==> src/rtl/gpu_mem_arb_pkg.sv <==
// rtl/gpu_mem_arb_pkg.sv - shared types and helpers for the GPU memory port arbiter
// Contents:
//   arb_state_t    FSM states; LOCKED exists only when GPU_MEM_ARB_LOCK_EN is defined
//   CMD_SIZE_*     DDR command size codes (0=8B, 1=32B)
//   rr_pick        round-robin selector returning a one-hot grant
//   onehot_idx     one-hot to index encoder
package gpu_mem_arb_pkg;

  localparam int RR_MAX   = 8;
  localparam int RR_PTR_W = 3;

  localparam logic [1:0] CMD_SIZE_8B  = 2'd0;
  localparam logic [1:0] CMD_SIZE_32B = 2'd1;

`ifdef GPU_MEM_ARB_LOCK_EN
  typedef enum logic [1:0] {IDLE = 2'd0, GRANT = 2'd1, LOCKED = 2'd2} arb_state_t;
`else
  typedef enum logic [1:0] {IDLE = 2'd0, GRANT = 2'd1} arb_state_t;
`endif

  // First set bit of req at or after ptr, wrapping at n (n <= RR_MAX).
  function automatic logic [RR_MAX-1:0] rr_pick(input logic [RR_MAX-1:0]   req,
                                               input logic [RR_PTR_W-1:0] ptr,
                                               input int                  n);
    logic [RR_PTR_W:0] idx;
    logic              found;
    rr_pick = '0;
    found   = 1'b0;
    for (int k = 0; k < RR_MAX; k++) begin
      if (k < n) begin
        idx = {1'b0, ptr} + (RR_PTR_W+1)'(k);
        if (idx >= (RR_PTR_W+1)'(n)) idx = idx - (RR_PTR_W+1)'(n);
        if (!found && req[idx[RR_PTR_W-1:0]]) begin
          rr_pick[idx[RR_PTR_W-1:0]] = 1'b1;
          found = 1'b1;
        end
      end
    end
  endfunction

  function automatic logic [RR_PTR_W-1:0] onehot_idx(input logic [RR_MAX-1:0] oh);
    onehot_idx = '0;
    for (int k = 0; k < RR_MAX; k++) begin
      if (oh[k]) onehot_idx = RR_PTR_W'(k);
    end
  endfunction

endpackage

==> src/rtl/gpu_mem_arb_tagfifo.sv <==
// rtl/gpu_mem_arb_tagfifo.sv - in-order FIFO of requester tags for outstanding reads
// Ports:
//   i_clk, i_rst   clock, synchronous active-high reset (empties the FIFO)
//   push, tag_in   enqueue tag_in (ignored when full)
//   pop            dequeue head (ignored when empty)
//   full, empty    occupancy flags
//   head           tag at the front of the FIFO
module gpu_mem_arb_tagfifo #(
  parameter int DEPTH = 4,
  parameter int WIDTH = 2
) (
  input  logic             i_clk,
  input  logic             i_rst,
  input  logic             push,
  input  logic [WIDTH-1:0] tag_in,
  input  logic             pop,
  output logic             full,
  output logic             empty,
  output logic [WIDTH-1:0] head
);

  localparam int PTR_W = $clog2(DEPTH);

  logic [WIDTH-1:0] mem [DEPTH];
  logic [PTR_W-1:0] wr_ptr;
  logic [PTR_W-1:0] rd_ptr;
  logic [PTR_W:0]   count;
  logic             do_push;
  logic             do_pop;

  assign full    = (count == (PTR_W+1)'(DEPTH));
  assign empty   = (count == '0);
  assign head    = mem[rd_ptr];
  assign do_push = push & ~full;
  assign do_pop  = pop & ~empty;

  always_ff @(posedge i_clk) begin
    if (do_push) mem[wr_ptr] <= tag_in;
  end

  // Pointers wrap naturally because DEPTH is a power of two.
  always_ff @(posedge i_clk) begin
    if (i_rst) begin
      wr_ptr <= '0;
      rd_ptr <= '0;
      count  <= '0;
    end else begin
      if (do_push) wr_ptr <= wr_ptr + 1'b1;
      if (do_pop)  rd_ptr <= rd_ptr + 1'b1;
      case ({do_push, do_pop})
        2'b10:   count <= count + 1'b1;
        2'b01:   count <= count - 1'b1;
        default: count <= count;
      endcase
    end
  end

endmodule

==> src/rtl/gpu_mem_port_arbiter.sv <==
// rtl/gpu_mem_port_arbiter.sv - round-robin arbiter sharing the DDR command port among GPU memory engines
// Optional feature macro: GPU_MEM_ARB_LOCK_EN (grant lock for back-to-back read-modify-write).
// Ports:
//   i_clk, i_rst                clock, synchronous active-high reset
//   i_req_* (per requester)     command, size, write, adr, subadr, writeMask, dataOut, lock
//   o_req_accept                one-cycle pulse when the DDR port takes the command
//   o_req_dataInValid, o_dataIn read return strobe (routed by tag) and broadcast data
//   o_command .. o_dataOut      granted command toward the DDR controller
//   i_busy                      DDR busy; command taken when o_command & !i_busy
//   i_dataInValid, i_dataIn     DDR read return
//   o_tagFull                   TAG_DEPTH reads outstanding
//   o_error                     sticky: read data returned with no outstanding read
module gpu_mem_port_arbiter
  import gpu_mem_arb_pkg::*;
#(
  parameter int NUM_REQ   = 4,
  parameter int TAG_DEPTH = 4
) (
  input  logic                   i_clk,
  input  logic                   i_rst,
  input  logic [NUM_REQ-1:0]     i_req_command,
  input  logic [NUM_REQ*2-1:0]   i_req_size,
  input  logic [NUM_REQ-1:0]     i_req_write,
  input  logic [NUM_REQ*15-1:0]  i_req_adr,
  input  logic [NUM_REQ*3-1:0]   i_req_subadr,
  input  logic [NUM_REQ*16-1:0]  i_req_writeMask,
  input  logic [NUM_REQ*256-1:0] i_req_dataOut,
  input  logic [NUM_REQ-1:0]     i_req_lock,
  output logic [NUM_REQ-1:0]     o_req_accept,
  output logic [NUM_REQ-1:0]     o_req_dataInValid,
  output logic [255:0]           o_dataIn,
  output logic                   o_command,
  input  logic                   i_busy,
  output logic [1:0]             o_commandSize,
  output logic                   o_write,
  output logic [14:0]            o_adr,
  output logic [2:0]             o_subadr,
  output logic [15:0]            o_writeMask,
  output logic [255:0]           o_dataOut,
  input  logic                   i_dataInValid,
  input  logic [255:0]           i_dataIn,
  output logic                   o_tagFull,
  output logic                   o_error
);

  localparam int TAG_W = $clog2(NUM_REQ);

  arb_state_t        state;
  arb_state_t        state_next;
  logic [TAG_W-1:0]  grant;
  logic [TAG_W-1:0]  grant_next;
  logic [TAG_W-1:0]  rr_ptr;
  logic [TAG_W-1:0]  rr_ptr_next;
  logic [TAG_W-1:0]  grant_inc;
  logic              error_q;

  logic [NUM_REQ-1:0] eligible;
  logic [RR_MAX-1:0]  elig_pad;
  logic [RR_MAX-1:0]  pick_onehot;
  logic [TAG_W-1:0]   pick_idx;
  logic               accept;

  logic               tag_push;
  logic               tag_full;
  logic               tag_empty;
  logic [TAG_W-1:0]   tag_head;

`ifndef GPU_MEM_ARB_LOCK_EN
  logic unused_lock;
  assign unused_lock = ^i_req_lock;
`endif

  // Reads are held back while every tag slot is in use; writes never need a tag.
  always_comb begin
    eligible = '0;
    for (int i = 0; i < NUM_REQ; i++) begin
      eligible[i] = i_req_command[i] & (i_req_write[i] | ~tag_full);
    end
  end

  always_comb begin
    elig_pad = '0;
    for (int i = 0; i < NUM_REQ; i++) begin
      elig_pad[i] = eligible[i];
    end
  end

  assign pick_onehot = rr_pick(elig_pad, RR_PTR_W'(rr_ptr), NUM_REQ);
  assign pick_idx    = TAG_W'(onehot_idx(pick_onehot));
  assign grant_inc   = (grant == TAG_W'(NUM_REQ - 1)) ? '0 : grant + TAG_W'(1);

  assign accept   = (state == GRANT) & ~i_busy;
  assign tag_push = accept & ~i_req_write[grant];

  always_ff @(posedge i_clk) begin
    if (i_rst) begin
      state   <= IDLE;
      grant   <= '0;
      rr_ptr  <= '0;
      error_q <= 1'b0;
    end else begin
      state  <= state_next;
      grant  <= grant_next;
      rr_ptr <= rr_ptr_next;
      if (i_dataInValid && tag_empty) error_q <= 1'b1;
    end
  end

  always_comb begin
    state_next  = state;
    grant_next  = grant;
    rr_ptr_next = rr_ptr;
    case (state)
      IDLE: begin
        if (|eligible) begin
          grant_next = pick_idx;
          state_next = GRANT;
        end
      end
      GRANT: begin
        if (!i_busy) begin
`ifdef GPU_MEM_ARB_LOCK_EN
          // A locked requester keeps the port; the rr pointer stays put so the
          // others resume from where they were once the lock is released.
          if (i_req_lock[grant]) begin
            state_next = LOCKED;
          end else begin
            state_next  = IDLE;
            rr_ptr_next = grant_inc;
          end
`else
          state_next  = IDLE;
          rr_ptr_next = grant_inc;
`endif
        end
      end
`ifdef GPU_MEM_ARB_LOCK_EN
      LOCKED: begin
        // A new command from the owner is served even if it arrives with lock
        // already dropped, so the final access of a sequence stays back-to-back.
        if (eligible[grant]) begin
          state_next = GRANT;
        end else if (!i_req_lock[grant]) begin
          state_next = IDLE;
        end
      end
`endif
      default: state_next = IDLE;
    endcase
  end

  always_comb begin
    o_command     = 1'b0;
    o_commandSize = CMD_SIZE_8B;
    o_write       = 1'b0;
    o_adr         = '0;
    o_subadr      = '0;
    o_writeMask   = '0;
    o_dataOut     = '0;
    if (state == GRANT) begin
      o_command = 1'b1;
      for (int i = 0; i < NUM_REQ; i++) begin
        if (grant == TAG_W'(i)) begin
          o_commandSize = i_req_size[i*2 +: 2];
          o_write       = i_req_write[i];
          o_adr         = i_req_adr[i*15 +: 15];
          o_subadr      = i_req_subadr[i*3 +: 3];
          o_writeMask   = i_req_writeMask[i*16 +: 16];
          o_dataOut     = i_req_dataOut[i*256 +: 256];
        end
      end
    end
  end

  always_comb begin
    o_req_accept      = '0;
    o_req_dataInValid = '0;
    for (int i = 0; i < NUM_REQ; i++) begin
      o_req_accept[i]      = accept & (grant == TAG_W'(i));
      o_req_dataInValid[i] = i_dataInValid & ~tag_empty & (tag_head == TAG_W'(i));
    end
  end

  assign o_dataIn  = i_dataIn;
  assign o_tagFull = tag_full;
  assign o_error   = error_q;

  gpu_mem_arb_tagfifo #(
    .DEPTH (TAG_DEPTH),
    .WIDTH (TAG_W)
  ) u_tagfifo (
    .i_clk  (i_clk),
    .i_rst  (i_rst),
    .push   (tag_push),
    .tag_in (grant),
    .pop    (i_dataInValid),
    .full   (tag_full),
    .empty  (tag_empty),
    .head   (tag_head)
  );

  // The granted requester must hold its bundle until accepted.
  a_hold_req: assert property (@(posedge i_clk) disable iff (i_rst)
    (state == GRANT) |-> i_req_command[grant]);

  a_size_legal: assert property (@(posedge i_clk) disable iff (i_rst)
    (state == GRANT) |-> (o_commandSize == CMD_SIZE_8B || o_commandSize == CMD_SIZE_32B));

endmodule

==> config.mk <==
export PLATFORM = sky130hd
export DESIGN_NAME = gpu_mem_port_arbiter
export DESIGN_NICKNAME = d
export VERILOG_FILES = /design/src/rtl/gpu_mem_arb_pkg.sv /design/src/rtl/gpu_mem_arb_tagfifo.sv /design/src/rtl/gpu_mem_port_arbiter.sv
export SDC_FILE = /design/constraint.sdc
export NUM_CORES = 1
export LEC_CHECK = 0
export ABC_AREA = 1
export BUFFER_PORTS_ARGS = -buffer_cell sky130_fd_sc_hd__buf_4
export CAP_MARGIN = 20
export CORE_AREA = 3 3 769 771
export DETAILED_ROUTE_END_ITERATION = 6
export DIE_AREA = 0 0 772 774
export PLACE_DENSITY_LB_ADDON = 0.08
export SLEW_MARGIN = 20
export SYNTH_ARGS = -nofsm -noshare
export SYNTH_HDL_FRONTEND = slang
export SYNTH_SLANG_ARGS = --single-unit
==> constraint.sdc <==
create_clock -name i_clk -period 5.7 [get_ports i_clk]
set_input_delay 0.285 -clock i_clk [delete_from_list [all_inputs] [get_ports i_clk]]
set_output_delay 0.285 -clock i_clk [all_outputs]
set_load 0.01 [all_outputs]
==> impl_results.md <==
* Leftover overflow at the end of global routing at 0
* Critical hold path startpoint: i_rst
* Core area at between 500000 and 600000 um^2
* P&R area growth vs syn at 149.2%
* Final setup skew at roughly 0.0023 ns
* Max Freq at between 200 and 250 MHz
* Top delay family on crit path: buffers and inverters
* Yosys warns at 0
* CP arrival at between 4 and 5 ns
* CP endpoint kind: output port
* Routed len/inst at between 20 and 30 um
* Post-CTS Setup Inserts at 0
* Reg2reg path depth at 9
* Reg-to-reg slack, setup at ~2.8 ns
* Switching part of the total at around 64%
* Maximum VDD drop at just under 0.09 mV
* Via count at between 20000 and 25000
* Dpl hpwl at 308.4 mm
* Final max-slew violation count at 0
* PD cells at 183.5 nW/um^2
* WHS at roughly 0.27 ns
* NetSw at around 0.0038 W
* Vias in the first global route at approximately 25000
* Leading area contributor after synthesis: o21ai_0
* Initial drt markers at 1141
* Total power at 0.005949 W
* Crit share post-route at between 70% and 80%
* Die width at 772 um
* Slew @ Worst Pin at ~1.3 ns
* Yosys reg bits at 23
* Total GRT Usage at between 10% and 20%
* Std-Cell Rows at approximately 280
* Int Pwr at ~0.0021 W
* Effective utilization at floorplan at ~2.2%
* Max Root-Sink Buffers at 2
* Placed cells at 11380
* Setup TNS at 0 ns
* H-tree depth at 1
* P_leak at between 10 and 15 nW
* CTS Buf Count at 3
* Sequential power share at approximately 3.8%
* Fin crit period at between 4 and 5 ns
* Setup Crit Path Kind: flop to output port
* Initial antenna violation count at about 140
* Worst r2r dst: u_tagfifo.count[1]
* Synthesized Nets at around 3900
* Final setup vio count at 0
* Final Hold Viols at 0
* Die area at 597500 um^2
* Port buffer count at roughly 1500
* Worst min path class: input pin to flop
* Ports at 2000
* Final Net Count at 5058
* Req. time, crit path at approximately 5.4 ns
* Max Cap Violations at 0
* Most frequent CP cell: buf_4
* CP cell instances: inv_1, ha_4, inv_8, buf_4, buf_4, nor2_1, o21ai_0, o21ai_0, a21oi_1, buf_4
* Hold endpoint: state[0]
* CP Launch Type: flop
* Crit-path slowest cell: a21oi_1
* Synth Instances at between 2000 and 2500
* Syn Area/Cell at approximately 5.2 um^2
* Maximum fanout along the worst path at 35
* Final ANT Viol Nets at 0
* Fillers at roughly 70000
* CTS tree: built
* Worst skew pair latency at roughly 0.27 ns
* RD Place Congestion at approximately 0.84
* Synth Cell Area at 13010 um^2
* Worst hold stages at 2
* Post-DR vias/cell at between 2 and 2.5
* Yosys top cell area share at 34.21%
* First-pass GRT wire length at around 400 mm
* Outcome: finished clean
* Buf/Inv on CP at 5
* Total Routed Length at 337.3 mm
* Pin count of the biggest net entering global routing at roughly 130
* Area contributors post-synth: o21ai_0 34%, a21oi_1 23%, buf_4 15%
* Final Util at under 10%
* Clk slew on worst S/H paths at 0.08 ns
* TritonRoute pass-1 iters at 7
* Post-cts resize count at 0
* Hold buffer count at cts at 0
* Power share of the combinational group at between 90 and 100%
* Remaining DRCs at 0
* RR Startpoint: state[0]
* Share of layout cells above drive strength 1 at a little under half
* Die height at between 700 and 800 um
* RSZ-0062 raised after global routing: no
* CTS Sinks at 23
* Non-Filler Instances at around 11000
* Clk pwr share at roughly 2.9%
* Crit-path max cell delay at between 0.6 and 0.7 ns
* Sequential area share after synthesis at roughly 4.2%
* Root Driver: clkbuf_16
* Synth cell types at 30
* Max_slew headroom at about 15%
## kinds of logic after synthesis
| family | Yosys count | synth area share [%] |
|---|---|---|
| compound gates | 1495 | 57.66 |
| simple gates | 394 | 12.74 |
| flops | 23 | 4.156 |
| buf+inv | 556 | 23.75 |
| fa+ha+maj | 17 | 1.693 |
## how the worst max path moves through the flow
stage | start | endpoint | slack, ns | cells after the start
6_report | grant[1] | o_dataOut[238] | 1.16 | 10
5_1_grt | grant[1] | o_dataOut[238] | 0.90 | 10
4_1_cts | grant[1] | o_dataOut[240] | 1.08 | 10
3_5_place_dp | grant[1] | o_adr[9] | 1.38 | 10
3_3_place_gp | grant[1] | o_dataOut[238] | 1.26 | 10
2_1_floorplan | grant[1] | o_dataOut[97] | 3.57 | 10
## worst reg2reg max path, delay by kind of cell (launching register included)
kind                     cells  cell delay (ns)
buffers and inverters        2             0.23
AO/OA/AOI/OAI                1             0.05
adder cells (fa/ha/maj)      2             0.79
flip-flops                   1             0.91
AND/OR/NAND/NOR              4             0.88
## synthesized netlist by cell type, drive strengths merged
cell,number
dfxtp,15
nand3b,1
edfxtp,8
o21ai,889
clkinv,2
clkbuf,213
nand2,35
a32oi,1
a21oi,601
ha,16
fa,1
nor2,317
buf,304
o22ai,1
nand3,35
inv,37
nand4,5
a221oi,1
nor3,1
a211oi,2
## area by class of cell
cell class	count	area, um^2	area share (%)
diodes	16	40.04	0.1235
inverters	39	173.9	0.5365
well taps	7782	9737	30.04
clock inverters	1	7.507	0.02316
multi-input cells	1906	9417	29.05
repair buffers	1628	12420	38.32
clock buffers	3	75.07	0.2316
flip-flops and latches	23	544.3	1.679
## power by group through the flow
stage                     sequential, W  combinational [W]  clock [W]
after detailed placement       0.000235            0.00589          0
after floorplan                0.000207            0.00197          0
final                          0.000226            0.00555   0.000174
after global routing           0.000233            0.00615   0.000184
after CTS                      0.000231            0.00591   0.000180
after global placement         0.000236            0.00592          0
## routing by layer
| layer | wire length, um | part of all wire, % | vias to the layer above | track usage [%] |
|---|---|---|---|---|
| met5 | 288 | 0.085 | - | 0.06436 |
| met4 | 13600 | 4.0 | 42 | 3.370 |
| met3 | 62640 | 19 | 399 | 8.781 |
| met2 | 148200 | 44 | 1677 | 17.06 |
| met1 | 112600 | 33 | 11050 | 10.35 |
| li1 | - | - | 10740 | - |
## sequential cells by signal, summed over array words and instances (netlist names), named ones only
| register | count |
|---|---|
| u_tagfifo.mem | 8 |
| u_tagfifo.rd_ptr | 2 |
| state | 1 |
| u_tagfifo.wr_ptr | 2 |
| grant | 2 |
| rr_ptr | 2 |
| o_error | 1 |
| u_tagfifo.count | 3 |
## per-stage QoR
stage	worst slack (ns)	cell area, um^2
after floorplan	3.567	13010
after global placement	1.261	32270
after detailed placement	1.382	32280
after CTS	1.079	32360
after global routing	0.9011	32380
final	1.156	32420
## placed cells by master (no fill, tap or decap), drive strengths merged
cell type  count
a211oi         2
a21oi        601
a221oi         1
a32oi          1
buf         1627
clkbuf         4
clkinv         1
clkinvlp       1
dfxtp         15
diode         16
edfxtp         8
fa             1
ha            16
inv           38
nand2         35
nand3         35
nand3b         1
nand4          5
nor2         317
nor3           1
o21ai        889
o22ai          1
Power figures use the tool's default switching activity.
